`src/rtl/seq_pattern_gen_if.sv`:
```
// Bundle for the serial pattern generator: frame request going in, serial
// stream and frame status coming out.
//
// Handshake: start is a level request with no separate ready. It is taken
// only while busy=0 (IDLE). A start with a legal len is accepted at that
// rising edge, and busy rises in the next cycle. A start with an illegal
// len gets a one-cycle err in the next cycle and no frame. pat and len are
// only sampled on the acceptance edge.
interface seq_pattern_gen_if #(
  parameter int PLEN = 16
);
  logic            start;
  logic [PLEN-1:0] pat;
  logic [4:0]      len;
  logic            w;
  logic            w_valid;
  logic            z_exp;
  logic            busy;
  logic            done;
  logic            err;

  // Requester side: drives the frame request, observes stream and status.
  modport master (
    output start, pat, len,
    input  w, w_valid, z_exp, busy, done, err
  );

  // Generator side.
  modport slave (
    input  start, pat, len,
    output w, w_valid, z_exp, busy, done, err
  );
endinterface

```
`src/rtl/seq_pattern_gen.sv`:
```
// Serial pattern generator for exercising a run-of-four detector. Shifts a
// captured pattern out LSB first on w and produces z_exp, the output a Moore
// run-of-four detector clocked alongside would give for that stream.
module seq_pattern_gen #(
  parameter int PLEN = 16
) (
  input  logic                  clk,
  input  logic                  rst,
  seq_pattern_gen_if.slave      bus,
  output logic [2:0]            state_dbg
);

  typedef enum logic [2:0] {
    S_IDLE  = 3'b001,
    S_SHIFT = 3'b010,
    S_DONE  = 3'b100
  } state_t;

  localparam logic [31:0] PLEN_U = PLEN;

  state_t          state_q;
  state_t          state_d;

  logic [PLEN-1:0] sreg_q;   // remaining pattern bits, next bit in [0]
  logic [4:0]      cnt_q;    // bits still to send, including the current one
  logic [2:0]      run_q;    // length of the current run, saturating at 4
  logic            prev_q;   // last bit sent in this frame
  logic            err_q;

  logic            len_legal;
  logic            accept;
  logic            reject;
  logic            shifting;
  logic            w_cur;
  logic            w_valid_cur;
  logic            busy_cur;
  logic            done_cur;

  // Length 0 and lengths beyond the pattern register are rejected.
  always_comb begin
    len_legal = (bus.len != 5'd0) && ({27'd0, bus.len} <= PLEN_U);
  end

  // State register; reset forces IDLE, abandoning any frame in flight.
  always_ff @(posedge clk or negedge rst) begin
    if (!rst) begin
      state_q <= S_IDLE;
    end else begin
      state_q <= state_d;
    end
  end

  // Next-state and per-state outputs.
  always_comb begin
    state_d     = state_q;
    accept      = 1'b0;
    reject      = 1'b0;
    shifting    = 1'b0;
    w_cur       = 1'b0;
    w_valid_cur = 1'b0;
    busy_cur    = 1'b0;
    done_cur    = 1'b0;
    case (state_q)
      S_IDLE: begin
        if (bus.start) begin
          if (len_legal) begin
            accept  = 1'b1;
            state_d = S_SHIFT;
          end else begin
            reject = 1'b1;
          end
        end
      end
      S_SHIFT: begin
        shifting    = 1'b1;
        w_cur       = sreg_q[0];
        w_valid_cur = 1'b1;
        busy_cur    = 1'b1;
        // cnt_q==1 means the bit on w now is the last one of the frame.
        if (cnt_q == 5'd1) begin
          state_d = S_DONE;
        end
      end
      S_DONE: begin
        busy_cur = 1'b1;
        done_cur = 1'b1;
        state_d  = S_IDLE;
      end
      default: begin
        // Any non-one-hot value falls back to IDLE.
        state_d = S_IDLE;
      end
    endcase
  end

  // Pattern shift register and bit down-counter.
  always_ff @(posedge clk or negedge rst) begin
    if (!rst) begin
      sreg_q <= '0;
      cnt_q  <= 5'd0;
    end else if (accept) begin
      sreg_q <= bus.pat;
      cnt_q  <= bus.len;
    end else if (shifting) begin
      sreg_q <= {1'b0, sreg_q[PLEN-1:1]};
      cnt_q  <= cnt_q - 5'd1;
    end
  end

  // Run tracking: run_q==0 marks "no bit sent yet in this frame", so the
  // first bit always starts a run of one and nothing carries between frames.
  always_ff @(posedge clk or negedge rst) begin
    if (!rst) begin
      run_q  <= 3'd0;
      prev_q <= 1'b0;
    end else if (accept) begin
      run_q  <= 3'd0;
      prev_q <= 1'b0;
    end else if (shifting) begin
      prev_q <= w_cur;
      if (run_q == 3'd0) begin
        run_q <= 3'd1;
      end else if (w_cur == prev_q) begin
        run_q <= (run_q == 3'd4) ? 3'd4 : run_q + 3'd1;
      end else begin
        run_q <= 3'd1;
      end
    end else if (state_q == S_DONE) begin
      // Leaving DONE: drop the run so z_exp is low in IDLE.
      run_q  <= 3'd0;
      prev_q <= 1'b0;
    end
  end

  // Rejected start is flagged for exactly the following cycle.
  always_ff @(posedge clk or negedge rst) begin
    if (!rst) begin
      err_q <= 1'b0;
    end else begin
      err_q <= reject;
    end
  end

  // run_q is a register updated on the edge that consumed bit k, so this
  // flag shows in cycle k+1 like a Moore detector output, through DONE.
  always_comb begin
    bus.z_exp = (run_q == 3'd4);
  end

  // Stream and status outputs.
  always_comb begin
    bus.w       = w_cur;
    bus.w_valid = w_valid_cur;
    bus.busy    = busy_cur;
    bus.done    = done_cur;
    bus.err     = err_q;
    state_dbg   = state_q;
  end

endmodule

```
`src/flat_wrapper.sv`:
```
// flat-port wrapper written by rule: the top's interface ports become plain ports
module seq_pattern_gen_flat 
#(
  parameter int PLEN = 16
)
  (clk, rst, state_dbg, bus_start, bus_pat, bus_len, bus_w, bus_w_valid, bus_z_exp, bus_busy, bus_done, bus_err);
  seq_pattern_gen_if #(.PLEN(PLEN)) bus_i ();
  input  logic clk;
  input  logic rst;
  output logic [2:0] state_dbg;
  input wire logic [$bits(bus_i.start)-1:0] bus_start;
  input wire logic [$bits(bus_i.pat)-1:0] bus_pat;
  input wire logic [$bits(bus_i.len)-1:0] bus_len;
  output wire logic [$bits(bus_i.w)-1:0] bus_w;
  output wire logic [$bits(bus_i.w_valid)-1:0] bus_w_valid;
  output wire logic [$bits(bus_i.z_exp)-1:0] bus_z_exp;
  output wire logic [$bits(bus_i.busy)-1:0] bus_busy;
  output wire logic [$bits(bus_i.done)-1:0] bus_done;
  output wire logic [$bits(bus_i.err)-1:0] bus_err;
  assign bus_i.start = bus_start;
  assign bus_i.pat = bus_pat;
  assign bus_i.len = bus_len;
  assign bus_w = bus_i.w;
  assign bus_w_valid = bus_i.w_valid;
  assign bus_z_exp = bus_i.z_exp;
  assign bus_busy = bus_i.busy;
  assign bus_done = bus_i.done;
  assign bus_err = bus_i.err;
  seq_pattern_gen #(.PLEN(PLEN)) u_core (.clk(clk), .rst(rst), .bus(bus_i), .state_dbg(state_dbg));
endmodule
```
`config.mk`:
```
export PLATFORM = sky130hd
export DESIGN_NAME = seq_pattern_gen_flat
export DESIGN_NICKNAME = d
export VERILOG_FILES = /design/src/rtl/seq_pattern_gen_if.sv /design/src/rtl/seq_pattern_gen.sv /design/src/flat_wrapper.sv
export SDC_FILE = /design/constraint.sdc
export NUM_CORES = 1
export LEC_CHECK = 0
export BUFFER_PORTS_ARGS = -buffer_cell sky130_fd_sc_hd__buf_2
export CORE_UTILIZATION = 46
export CTS_CLUSTER_SIZE = 14
export DETAILED_ROUTE_END_ITERATION = 10
export GPL_TIMING_DRIVEN = 0
export PLACE_DENSITY_LB_ADDON = 0.1
export SLEW_MARGIN = 0
export SYNTH_ARGS = -nofsm -noshare
export SYNTH_HDL_FRONTEND = slang
export SYNTH_SLANG_ARGS = --single-unit
```
`constraint.sdc`:
```
create_clock -name clk -period 1.9 [get_ports clk]
set_input_delay 0 -clock clk [delete_from_list [all_inputs] [get_ports clk]]
set_output_delay 0 -clock clk [all_outputs]
set_load 0.05 [all_outputs]
```
==> impl_results.md, run 1 <==
* Status: finished, final reports clean
* Leak at 0.953 nW
* Worst-Skew Late Latency at about 320 ps
* P&R area growth vs syn at 37.0%
* Net Count, Synth at roughly 150
* Pre-CTS setup slack at 40.9 ps
* Layout cells sized above 1 at 30.2%
* Period utilisation layout at 94.7%
* #FFs+latches synth at 29
* Design Area, Final at around 2000 µm²
* Reg2reg start: u_core.state_dbg[0]
* Maximum vdd drop at around 0.63 mV
* Placed wire-length estimate at 2010 µm
* Antenna Nets Post-Route at 0
* Pwr Density at between 900 and 1000 nW/µm²
* Setup crit end kind: primary output
* First-pass DRT Iterations at 4
* Dominant synthesized flop cell: dfrtp_1
* Core Box Area at 3030 µm²
* CTS max path bufs at 2
* # diodes at 0
* Tightest Pin Transition at ~640 ps
* WL met2 at 1520 µm
* Num ports at 33
* WL final at 3150 µm
* Most frequent cells in the layout: 31 x buf_2, 26 x dfrtp_1, 23 x dlygate4sd3_1, 17 x and2_1, 17 x a221o_1
* I/O Buffers at 32
* Post-Route Setup TNS at 0 ps
* Cell Area, Synth at between 1000 and 1500 µm²
* Yosys warns at 0
* Final setup violating endpoints at 0
* Final min period at 1800 ps
* Synth unique cells at 36
* Post-synth ARST share at 100%
* Die Area at 3390 µm²
* Pin count of the biggest net entering global routing at 30
* Worst Path Arrival at 1800 ps
* Setup Skew at 3.70 ps
* WS Path Type: reg2out
* R2R Path End: u_core.cnt_q[1]
* Synth Area in Compound Gates at between 10% and 20%
* Mean area per synthesized cell at 11.6 µm²
* First-pass GRT wire length at 5420 µm
* Largest family of logic cells by synthesized area: compound AO/OA/AOI/OAI gates
* Most common cell after layout, fill and taps aside: buf_2
* Adder-Cell Fraction of Synth Area at 3.44%
* Fin cells at between 200 and 250
* Post-CTS Setup Bufs at 0
* Initial Utilization at 48.1%
* R2r setup slk at 120 ps
* Top layer in use: met4
* Maxcap violations at 0
* Hold WC Path Type: in2async
* Tot Pwr at 1.98 mW
* TritonCTS clock tree: built
* Largest fanout on the critical path at 10
* CTS sink cnt at 29
* Ranking of synthesized cells by area: dfrtp_1 48%, a221o_1 12%, and2_1 7.7%
* Critical Path RT at 1900 ps
* Worst setup SP type: flip-flop
* Drt drc at 0
* Post-synth EDFFs at 0
* Met1 WL at between 1000 and 1500 µm
* Metal3 WL at 98 µm
* Register area share after synthesis at around 50%
* RSZ-0062 raised after global routing: no
* Vias in the first global route at 1235
* Leading area contributor after synthesis: dfrtp_1
* DRT iter0 DRCs at 64
* Slew Limit Fails at 0
* Fmax at 0.556 GHz
* Mapped Cells at approximately 130
* Routed wire per std cell at 13.5 µm
* NumNets Final at 216
* H-tree depth at 2
* Die Wd at approximately 58 µm
* Num CTS Buffers at 5
* Final Worst Setup Slack at 100 ps
* Global placer's final weighted congestion at 0.747
* GRT Util Overall at 21.6%
* Cells after DPL at 202
* Worst R2R Path Depth at 4
* Placed cell area at 1680 µm²
* Drt via density at 5.26
* Reg clk slew, reported paths at 90 ps
* Std cell rows at 20
* FF/Latch Area at 729 µm²
* Vias post-DR at approximately 1200
* Initial antenna violation count at 0
* Mux share of post-synthesis cell area at 0.773%
* Post-Synth XOR/XNOR Area at 3.52%
* Share of the synthesized area in the top cell type at roughly half
* Clock root cell: clkbuf_4
* DIE HEIGHT at 58.3 µm
* Final Hold Fails at 0
* Multi-input logic area at 672 µm²
* Post-synthesis simple-gate area fraction at 17.8%
* Global route overflow at 0
* Fillcell total at 237
* Slew HR at 57.4%
[cell usage after synthesis, types with 2 or more instances]
cell type and instances:
and2_1 18, buf_6 2, nor2_1 7, nand2_1 4
o21ai_0 3, xor2_1 3, nor3b_1 3, a21o_1 2
clkbuf_1 3, a221o_1 17, nand3_1 2, a21oi_1 2
dfrtp_1 28, ha_1 4, inv_1 7
[through the flow]
step	utilization, %	hold WS (ps)
finish	65.9	225
global route	65.9	278
CTS	65.5	235
detailed placement	55.5	54.9
global placement	55.5	55.0
floorplan	-	-296
[critical path: stages, from the launching register on]
cell     delay [ps]
dfrtp_2         450
or3b_1          420
inv_2           110
buf_4           170
and2_2          180
buf_6           160
[report_power, final]
part	internal (mW)	total (mW)	switching, mW
sequential	0.822	0.979	0.156
combinational	0.312	0.578	0.266
clock	0.214	0.425	0.211
total	1.35	1.98	0.633
[cell type report]
cell class                      instances  area share, %
Tap cell                               44           2.76
Clock inverter                          1          0.251
Sequential cell                        29           36.6
Multi-Input combinational cell         84           33.7
Timing Repair Buffer                   55           19.9
Buffer                                  6           2.32
Inverter                                7           1.32
Clock buffer                            7           3.26
[worst max-delay path by stage]
stage / start / end / slack [ps] / cells after the start
detailed placement: u_core.state_dbg[2] / u_core.cnt_q[3] / 40 / 5
CTS: u_core.state_dbg[2] / u_core.cnt_q[3] / 5 / 5
global placement: u_core.state_dbg[2] / u_core.cnt_q[3] / 60 / 5
floorplan: u_core.state_dbg[2] / u_core.prev_q / 50 / 5
global route: u_core.state_dbg[2] / bus_w / 20 / 5
finish: u_core.state_dbg[2] / bus_w / 100 / 5
[layer usage]
| layer | vias up | global-route usage, % |
|---|---|---|
| li1 | 585 | - |
| met1 | 598 | 26.7 |
| met2 | 34 | 35.8 |
| met3 | 8 | 4.69 |
| met4 | 0 | 10.5 |
| met5 | - | 0 |
[state kept, by name, summed over array words and instances (netlist names)]
register and cells:
u_core.run_q 3, u_core.sreg_q 16, u_core.prev_q 1, u_core.cnt_q 5, u_core.state_dbg 3, u_core.bus.err 1
[kinds of logic after synthesis]
| group | after synthesis |
|---|---|
| AO/OA/AOI/OAI | 33 |
| XOR/XNOR | 5 |
| adder cells (fa/ha/maj) | 4 |
| buffers and inverters | 13 |
| flip-flops | 29 |
| multiplexers | 1 |
| AND/OR/NAND/NOR | 41 |
[what timing repair did]
item	CTS	global route
hold buffers	23	0
gates resized for setup	2	5
endpoints found under the setup margin	1	2
hold endpoints to repair	50	0
No activity file was read; power rests on OpenSTA's default activity.
==> inputs of run 2 (changes only) <==
Clock period 1.9 ns to 2.2 ns, I/O delays scaled along.
==> run 2 against run 1 <==
  * Power shrank 14%
  * First-iteration DRC count fell by 42%
  * Worst setup slack better by 92 ps
  * Die area unchanged
  * Clock power shrank 15%
  * Sequential share of layout area grew 0.27 points
  * Hold slack improved by 1.4 ps
  * Final cell count unchanged
  * Clock skew rose by 3.4 ps
  * Global-route usage shrank 0.33 points
  * Non-clock buffer count unchanged
  * Flip-flop and latch count is the same
  * Critical path type unchanged
  * Largest power group unchanged
==> impl_results.md, run 2 (same netlist as run 1, synthesis figures left out) <==
* First-pass GRT wire length at 5250 µm (was 5420 µm)
* WS Path Type: reg2out (unchanged)
* Pre-CTS setup slack at 319 ps (was 40.9 ps)
* Biggest register: u_core.sreg_q (unchanged)
* # diodes at 0 (unchanged)
* Initial antenna violation count at 0 (unchanged)
* TritonCTS clock tree: built (unchanged)
* Routed wire per std cell at 13.3 µm (was 13.5 µm)
* Placed wire-length estimate at 2090 µm (was 2010 µm)
* DRT iter0 DRCs at 37 (was 64)
* Crit path largest cell delay at 430 ps (was 450 ps)
* CTS max path bufs at 2 (unchanged)
* Placed cell area at 1670 µm² (was 1680 µm²)
* H-tree depth at 2 (unchanged)
* Worst setup SP type: flip-flop (unchanged)
* Critical Path RT at 2200 ps (was 1900 ps)
* RSZ-0062 raised after global routing: no (unchanged)
* Drt drc at 0 (unchanged)
* WL final at 3100 µm (was 3150 µm)
* Vias in the first global route at 1129 (was 1235)
* First-pass DRT Iterations at 4 (unchanged)
* Worst-Skew Late Latency at 320 ps (about the same)
* Reg clk slew, reported paths at 90 ps (about the same)
* Num CTS Buffers at 5 (unchanged)
* Hold_buf cts at 23 (unchanged)
* P&R area growth vs syn at 35.6% (was 37.0%)
* Fmax at around 0.50 GHz
* I/O Buffers at 32 (unchanged)
* Post_cts resized at 0 (was 2)
* Most common cell after layout, fill and taps aside: buf_2 (unchanged)
* Antenna Nets Post-Route at 0 (unchanged)
* WHS at 226 ps (was 225 ps)
* Leak at 0.955 nW (was 0.953 nW)
* Worst Path Arrival at 2010 ps (was 1800 ps)
* Most frequent cells in the layout: 32 x buf_2, 28 x dfrtp_1, 23 x dlygate4sd3_1, 17 x and2_1, 17 x a221o_1 (was 31 x buf_2, 26 x dfrtp_1, 23 x dlygate4sd3_1, 17 x and2_1, 17 x a221o_1)
* Maxcap violations at 0 (unchanged)
* Clock root cell: clkbuf_4 (unchanged)
* Design Area, Final at 1970 µm² (was 2000 µm²)
* Layout cells sized above 1 at 27.0% (was 30.2%)
* Tightest Pin Transition at 637 ps (was 639 ps)
* Die Wd at 58.3 µm (unchanged)
* Setup Skew at 7.10 ps (was 3.70 ps)
* Slew Limit Fails at 0 (unchanged)
* Global placer's final weighted congestion at 0.722 (was 0.747)
* Std cell rows at 20 (unchanged)
* Pin count of the biggest net entering global routing at 30 (unchanged)
* Post-CTS Setup Bufs at 0 (unchanged)
* CP cell instances: or3b_1 > inv_1 > clkbuf_2 > and2_2 > buf_2 (was or3b_1 > inv_2 > buf_4 > and2_2 > buf_6)
* Slowest cell on crit path: dfrtp_1 (was dfrtp_2)
* Final min period at 2010 ps
* Max FFs per register at 16 (unchanged)
* Setup crit end kind: primary output (unchanged)
* Largest fanout on the critical path at 10 (unchanged)
* Hold WC Path Type: in2async (unchanged)
* Pwr Density at 863 nW/µm² (was 993 nW/µm²)
* Global route overflow at 0 (unchanged)
* Period utilisation layout at slightly above 90%
* R2r setup slk at 340 ps (was 120 ps)
* Num ports at 33 (unchanged)
* Drt via density at 5.18 (was 5.26)
* Core Box Area at 3030 µm² (unchanged)
* Final Worst Setup Slack at 192 ps (was 100 ps)
* Final Hold Fails at 0 (unchanged)
* Vias post-DR at 1206 (was 1225)
* Slew HR at 57.5% (was 57.4%)
* Final setup violating endpoints at 0 (unchanged)
* Status: finished, final reports clean (unchanged)
* Initial Utilization at 48.1% (unchanged)
* NumNets Final at 216 (unchanged)
* Maximum vdd drop at 0.484 mV (was 0.634 mV)
* DIE HEIGHT at 58.3 µm (unchanged)
* Largest registers: u_core.sreg_q: 16 flops, u_core.cnt_q: 5 flops (unchanged)
* GRT Util Overall at 21.3% (was 21.6%)
* CTS sink cnt at 29 (unchanged)
* Die Area at 3390 µm² (unchanged)
* Post-Route Setup TNS at 0 ps (unchanged)
==> run 2: layer usage <==
metal	part of all wire (%)	GRT usage, %	wire length, µm	up-vias
met1	46	26.1	1430	591
met4	1.5	8.16	45	0
li1	-	-	-	586
met3	3.2	6.70	99	5
met2	49	35.0	1530	24
met5	0	0	0	-
==> run 2: path summary, 6_finish.rpt <==
check	from	end	depth (start not counted)
max	u_core.state_dbg[2]	bus_w	5
min	rst	u_core.run_q[1]	2
max reg2reg	u_core.state_dbg[2]	u_core.cnt_q[3]	5
min reg2reg	u_core.prev_q	u_core.prev_q	1
max in group asynchronous	rst	u_core.state_dbg[1]	2
min in group clk	bus_pat[2]	u_core.sreg_q[2]	3
==> run 2: final cells by class <==
type,instances,area [µm²]
fill,265,1050
sequential,29,727
multi-input combinational,84,663
timing repair buffer,55,390
clock buffer,7,65.1
tap,44,55.1
buffer,6,42.5
inverter,7,26.3
clock inverter,1,5.00
==> run 2: through the flow <==
step           power (mW)  util (%)  instances
2_1_floorplan        1.17         -        126
3_3_place_gp         1.29      55.3        202
3_5_place_dp         1.32      55.3        202
4_1_cts              1.73      65.2        233
5_1_grt              1.83      65.2        233
6_report             1.70      65.2        233
==> run 2: power by group <==
group / switching, mW / leakage (nW) / internal, mW
Sequential: 0.130 / 0.366 / 0.710
Combinational: 0.233 / 0.548 / 0.268
Clock: 0.177 / 0.0413 / 0.185
Total: 0.541 / 0.955 / 1.16
==> run 2: critical path, delay by kind of cell, from the launching register on <==
family | cells | cell delay [ps]
flip-flops | 1 | 430
buffers and inverters | 3 | 650
AND/OR/NAND/NOR | 2 | 600
